File: src/rtl/plot_arbiter.sv
// Round-robin pixel-write arbiter feeding the single VGA adapter write port,
// with off-screen clipping, a saturating drop counter and a full-screen clear sweep.
`timescale 1ns/1ps

module plot_arbiter #(
  parameter int NCH  = 2,
  parameter int XW   = 8,
  parameter int YW   = 7,
  parameter int CW   = 9,
  parameter int XMAX = 159,
  parameter int YMAX = 119
) (
  input  logic              CLOCK_50,
  input  logic              resetn,
  input  logic [NCH-1:0]    ch_valid,
  output logic [NCH-1:0]    ch_ready,
  input  logic [NCH*XW-1:0] ch_x,
  input  logic [NCH*YW-1:0] ch_y,
  input  logic [NCH*CW-1:0] ch_color,
  input  logic              clear_req,
  input  logic [CW-1:0]     clear_color,
  output logic              clear_done,
  output logic              busy_clear,
  output logic [15:0]       drop_count,
  output logic [XW-1:0]     VGA_x,
  output logic [YW-1:0]     VGA_y,
  output logic [CW-1:0]     VGA_color,
  output logic              VGA_write,
  output logic              fsm_state
);

  localparam int LW = (NCH > 1) ? $clog2(NCH) : 1;
  localparam logic [XW-1:0] XMAX_V = XW'(XMAX);
  localparam logic [YW-1:0] YMAX_V = YW'(YMAX);

  typedef enum logic {ARB = 1'b0, CLEAR = 1'b1} state_t;

  state_t          state;
  state_t          state_next;
  logic [LW-1:0]   last;
  logic [LW-1:0]   grant_idx;
  logic            found;
  logic            transfer;
  logic [XW-1:0]   sel_x;
  logic [YW-1:0]   sel_y;
  logic [CW-1:0]   sel_color;
  logic            clip;
  logic [XW-1:0]   sx;
  logic [YW-1:0]   sy;
  logic [XW-1:0]   nx;
  logic [YW-1:0]   ny;
  logic            sweep_last;
  logic [CW-1:0]   clr_color;

  assign fsm_state = state;

  // Round-robin search starting just after the last granted channel.
  always_comb begin
    int cand;
    found     = 1'b0;
    grant_idx = '0;
    cand      = 0;
    for (int k = 1; k <= NCH; k++) begin
      cand = (int'(last) + k) % NCH;
      if (!found && ch_valid[cand[LW-1:0]]) begin
        found     = 1'b1;
        grant_idx = cand[LW-1:0];
      end
    end
  end

  always_comb begin
    sel_x     = '0;
    sel_y     = '0;
    sel_color = '0;
    for (int i = 0; i < NCH; i++) begin
      if (int'(grant_idx) == i) begin
        sel_x     = ch_x[i*XW +: XW];
        sel_y     = ch_y[i*YW +: YW];
        sel_color = ch_color[i*CW +: CW];
      end
    end
  end

  assign clip = (sel_x > XMAX_V) || (sel_y > YMAX_V);

  // sx/sy hold the pixel most recently issued by the sweep; nx/ny is its raster successor.
  always_comb begin
    if (sx == XMAX_V) begin
      nx = '0;
      ny = sy + YW'(1);
    end else begin
      nx = sx + XW'(1);
      ny = sy;
    end
    sweep_last = (nx == XMAX_V) && (ny == YMAX_V);
  end

  // State register
  always_ff @(posedge CLOCK_50 or negedge resetn) begin
    if (!resetn) state <= ARB;
    else         state <= state_next;
  end

  // Next-state logic
  always_comb begin
    state_next = state;
    case (state)
      ARB:     if (clear_req) state_next = CLEAR;
      CLEAR:   if (sweep_last) state_next = ARB;
      default: state_next = ARB;
    endcase
  end

  // Handshake: a channel transfers on ch_valid & ch_ready in the same cycle;
  // ready is only ever raised for one valid channel, never while clearing or on a clear request.
  always_comb begin
    ch_ready   = '0;
    busy_clear = (state == CLEAR);
    if (state == ARB && !clear_req && found) ch_ready[grant_idx] = 1'b1;
  end

  assign transfer = |ch_ready;

  always_ff @(posedge CLOCK_50 or negedge resetn) begin
    if (!resetn) begin
      VGA_x      <= '0;
      VGA_y      <= '0;
      VGA_color  <= '0;
      VGA_write  <= 1'b0;
      clear_done <= 1'b0;
      drop_count <= '0;
      last       <= LW'(NCH - 1);
      sx         <= '0;
      sy         <= '0;
      clr_color  <= '0;
    end else begin
      VGA_write  <= 1'b0;
      clear_done <= 1'b0;
      case (state)
        ARB: begin
          if (clear_req) begin
            clr_color <= clear_color;
            sx        <= '0;
            sy        <= '0;
            VGA_x     <= '0;
            VGA_y     <= '0;
            VGA_color <= clear_color;
            VGA_write <= 1'b1;
          end else if (transfer) begin
            last <= grant_idx;
            if (clip) begin
              if (drop_count != 16'hFFFF) drop_count <= drop_count + 16'd1;
            end else begin
              VGA_x     <= sel_x;
              VGA_y     <= sel_y;
              VGA_color <= sel_color;
              VGA_write <= 1'b1;
            end
          end
        end
        CLEAR: begin
          sx        <= nx;
          sy        <= ny;
          VGA_x     <= nx;
          VGA_y     <= ny;
          VGA_color <= clr_color;
          VGA_write <= 1'b1;
          if (sweep_last) clear_done <= 1'b1;
        end
        default: ;
      endcase
    end
  end

endmodule

File: config.mk
export PLATFORM = sky130hd
export DESIGN_NAME = plot_arbiter
export DESIGN_NICKNAME = d
export VERILOG_FILES = /design/src/rtl/plot_arbiter.sv
export SDC_FILE = /design/constraint.sdc
export NUM_CORES = 1
export LEC_CHECK = 0
export CAP_MARGIN = 10
export CORE_UTILIZATION = 30
export CTS_CLUSTER_SIZE = 12
export DETAILED_ROUTE_END_ITERATION = 7
export SETUP_SLACK_MARGIN = 0.2
export SYNTH_ARGS = -nofsm -noshare
export SYNTH_HDL_FRONTEND = slang
export SYNTH_SLANG_ARGS = --single-unit
File: constraint.sdc
create_clock -name CLOCK_50 -period 3.07 [get_ports CLOCK_50]
set_input_delay 0.614 -clock CLOCK_50 [delete_from_list [all_inputs] [get_ports CLOCK_50]]
set_output_delay 0.614 -clock CLOCK_50 [all_outputs]
set_load 0.05 [all_outputs]
==> impl_metrics.toml <==
[sta]
max-slew-margin-rel = 0.3374
max_freq_ghz = 0.3831
setup_tns_ns = 0
period_needed_ns = 2.610
worst_pin_slew_ns = 0.9923
setup_ws_ns = 0.4598
rsz0062_at_grt = "false"
post-route-period-util = 0.8502
slew_viol_final = 0
whs_ns = 0.4723
setup_viol = 0
skew_ns = 0.009753
finalHoldViolations = 0

[global_routing]
grt_overflow = 0
antenna_found_initial = 0
grt-busiest-layer = "met2"
met2_usage = 0.2647
grtUsageMet3 = 0.02899
grt_pass1_wl_mm = 16.09
groute.usage.overall = 0.1589
grt_max_degree = 69
globalRouteMet1Util = 0.2017
grt_pass1_vias = 3171

[place]
place_congestion = 0.8119
place_area_um2 = 5106
dp_hpwl_mm = 7.407
port_buffers = 107
dp_cells = 626
pre_cts_ws_ns = 0.3567

[logic_synthesis]
yosysSeqAreaShare = 0.4432
syn_area_um2 = 3842
yosys.area_share.simple = 0.1521
ys.flop_type = "dfrtp_1"
synth_fp_nets = 428
synth_area_leaders = "dfrtp_1, mux2_2, mux2i_1"
synth_top_family_by_area = "multiplexers"
syn_inst = 362
synthArstFlopShare = 1.000
synthMuxAreaShare = 0.1941
synthAdderAreaFrac = 0.01303
synth_xor_area_frac = 0.05926
synth_warnings = 0
synth-seq-cells = 68
synth_compound_area_frac = 0.09866
synth_top_cell_by_area = "dfrtp_1"
synth_edf_count = 0
synth_cell_types = 49
synth.top_cell.area_share = 0.4363
syn_area_per_cell_um2 = 10.61

[finish]
areaGrowthSynthToFinish_pct = 40.38
antennaDiodeCount = 0
drive_gt1_frac = 0.1709
layout.nets = 535
final_area_um2 = 5394
post-route-util = 0.4399
stdcell_count = 642

[detailed_routing]
final_antenna_net_count = 0
first_pass_iters = 4
avgRoutedWirePerCell_um = 15.59
vias = 3171
first_iter_violations = 81
routed_wl_mm = 10.01
drc = 0
routed_via_density = 4.939

[setup_path]
cp.required_ns = 2.46
worstSetupPathType = "input port to output pin"
max_stage_delay_ns = 0.53
worstPathCellList = "clkdlybuf4s50_1 -> a21boi_4 -> buf_4 -> and2_1 -> buf_12"
worst_setup_path_end_kind = "output pin"
cp_max_fo = 12
worstPathArrival_ns = 2.00
slowest_stage = "clkdlybuf4s50_1"
critPathLaunchType = "input port"

[hold_path]
min_path_type = "input port to async pin"

[clocking]
cts_tree = "done"
ctsResizeCount = 0
cts.sinks = 68
clock-root-buffer = "clkbuf_16"
cts_inserted_buffers = 9
cts_setup_buffers = 0
htree_levels = 3
hold_buffers = 0
clk_path_buf_depth = 2
insertion_delay_ns = 0.33
clkTransAtPathRegs_ns = 0.06

[pwr]
power_frac_seq = 0.371
power.share.combinational = 0.337
total_power_mw = 3.336
ir_drop_mv = 0.2710
p_leak_nw = 2.291
swShare = 0.3567
power_switching_mw = 1.190
p_int_mw = 2.146
p_per_area_nw_per_um2 = 618.5
clockPowerShare = 0.292

[floorplanning]
rows = 40
initial_core_util = 0.3134
fp.dieW_um = 115.2
die-area_um2 = 13260
ios = 108
die_h_um = 115.2
core_um2 = 12260

[job]
max-cap-violations = 0

[run_status]
status = "complete, no violations"
## power by group through the flow
| stage | Clock [mW] | Combinational, mW | Sequential (mW) |
|---|---|---|---|
| 6_report | 0.975 | 1.13 | 1.24 |
| 5_1_grt | 1.04 | 1.22 | 1.26 |
| 4_1_cts | 0.996 | 1.13 | 1.23 |
| 3_5_place_dp | 0 | 1.13 | 1.25 |
| 3_3_place_gp | 0 | 1.11 | 1.24 |
| 2_1_floorplan | 0 | 0.542 | 1.46 |
## metal layers
metal | share of wire | vias up
li1 | - | 1537
met1 | 0.43 | 1534
met2 | 0.50 | 86
met3 | 0.052 | 14
met4 | 0.017 | 0
met5 | 0 | -
## cell type report
class | count | area (um^2)
fillers | 1162 | 6868
well taps | 168 | 210.2
flip-flops and latches | 68 | 1703
multi-input cells | 265 | 1998
repair buffers | 118 | 1169
inverters | 7 | 26.28
clock inverters | 5 | 35.03
clock buffers | 11 | 252.7
## kinds of logic after synthesis
kind of cell,count (synthesis)
buffers and inverters,29
DFF,68
and+or+nand+nor,109
adders and majority gates,4
AOI/OAI and AO/OA,57
xor gates and xnor gates,26
muxes,69
## cell usage in the layout (no fill, tap or decap), types with 3 or more instances in the layout
cell	n
clkdlybuf4s50_1	104
o2bb2ai_1	6
o21ai_0	23
buf_4	11
ha_1	4
and4b_1	3
inv_1	7
dfrtp_1	67
clkbuf_16	9
xnor2_1	8
mux2_2	44
nor2_1	10
a22o_1	5
nor3_1	9
a21oi_1	3
nand2b_1	3
and3_1	4
nand2_1	35
mux2i_1	25
nand4_1	8
o22ai_1	6
nor4_1	6
nand3_1	12
xor2_1	18
and4_1	3
## final timing paths
path / slack (ns) / from / depth (start not counted) / to
worst max-delay path: 0.46 / ch_valid[1] / 5 / ch_ready[1]
worst min-delay path: 0.47 / resetn / 2 / drop_count[0]$_DFFE_PN0P_
worst max register to register: 0.59 / drop_count[0]$_DFFE_PN0P_ / 6 / drop_count[1]$_DFFE_PN0P_
worst min register to register: 0.49 / drop_count[8]$_DFFE_PN0P_ / 1 / drop_count[8]$_DFFE_PN0P_
max in group asynchronous: 2.02 / resetn / 2 / sx[1]$_DFFE_PN0P_
min in group CLOCK_50: 0.49 / drop_count[8]$_DFFE_PN0P_ / 1 / drop_count[8]$_DFFE_PN0P_
## worst max-delay path: cells and delay by family
| family | cells | cell delay, ns |
|---|---|---|
| AO/OA/AOI/OAI | 1 | 0.22 |
| AND/OR/NAND/NOR | 1 | 0.22 |
| buffers and inverters | 3 | 0.93 |
## synthesized netlist by cell type (3+ instances only)
cell type and n:
a22o_1 5, nor4_1 6, nand2_1 35, xor2_1 18, xnor2_1 8, o2bb2ai_1 6
and3_1 4, clkbuf_1 10, mux2i_1 25, nand3_1 12, buf_4 4, dfrtp_1 67
ha_1 4, nor3_1 9, nor2_1 10, o22ai_1 6, mux2_2 44, buf_6 3
a21oi_1 3, inv_1 7, nand4_1 8, and4b_1 3, and4_1 3, buf_2 5
nand2b_1 3, o21ai_0 23
## sequential cells by signal, summed over array words and instances, names as in the netlist
name and cells:
VGA_write 1, last 1, clear_done 1, VGA_y 7, sx 8, sy 7, clr_color 9, VGA_x 8
VGA_color 9, drop_count 16, busy_clear 1
(Power assumes the default switching activity.)
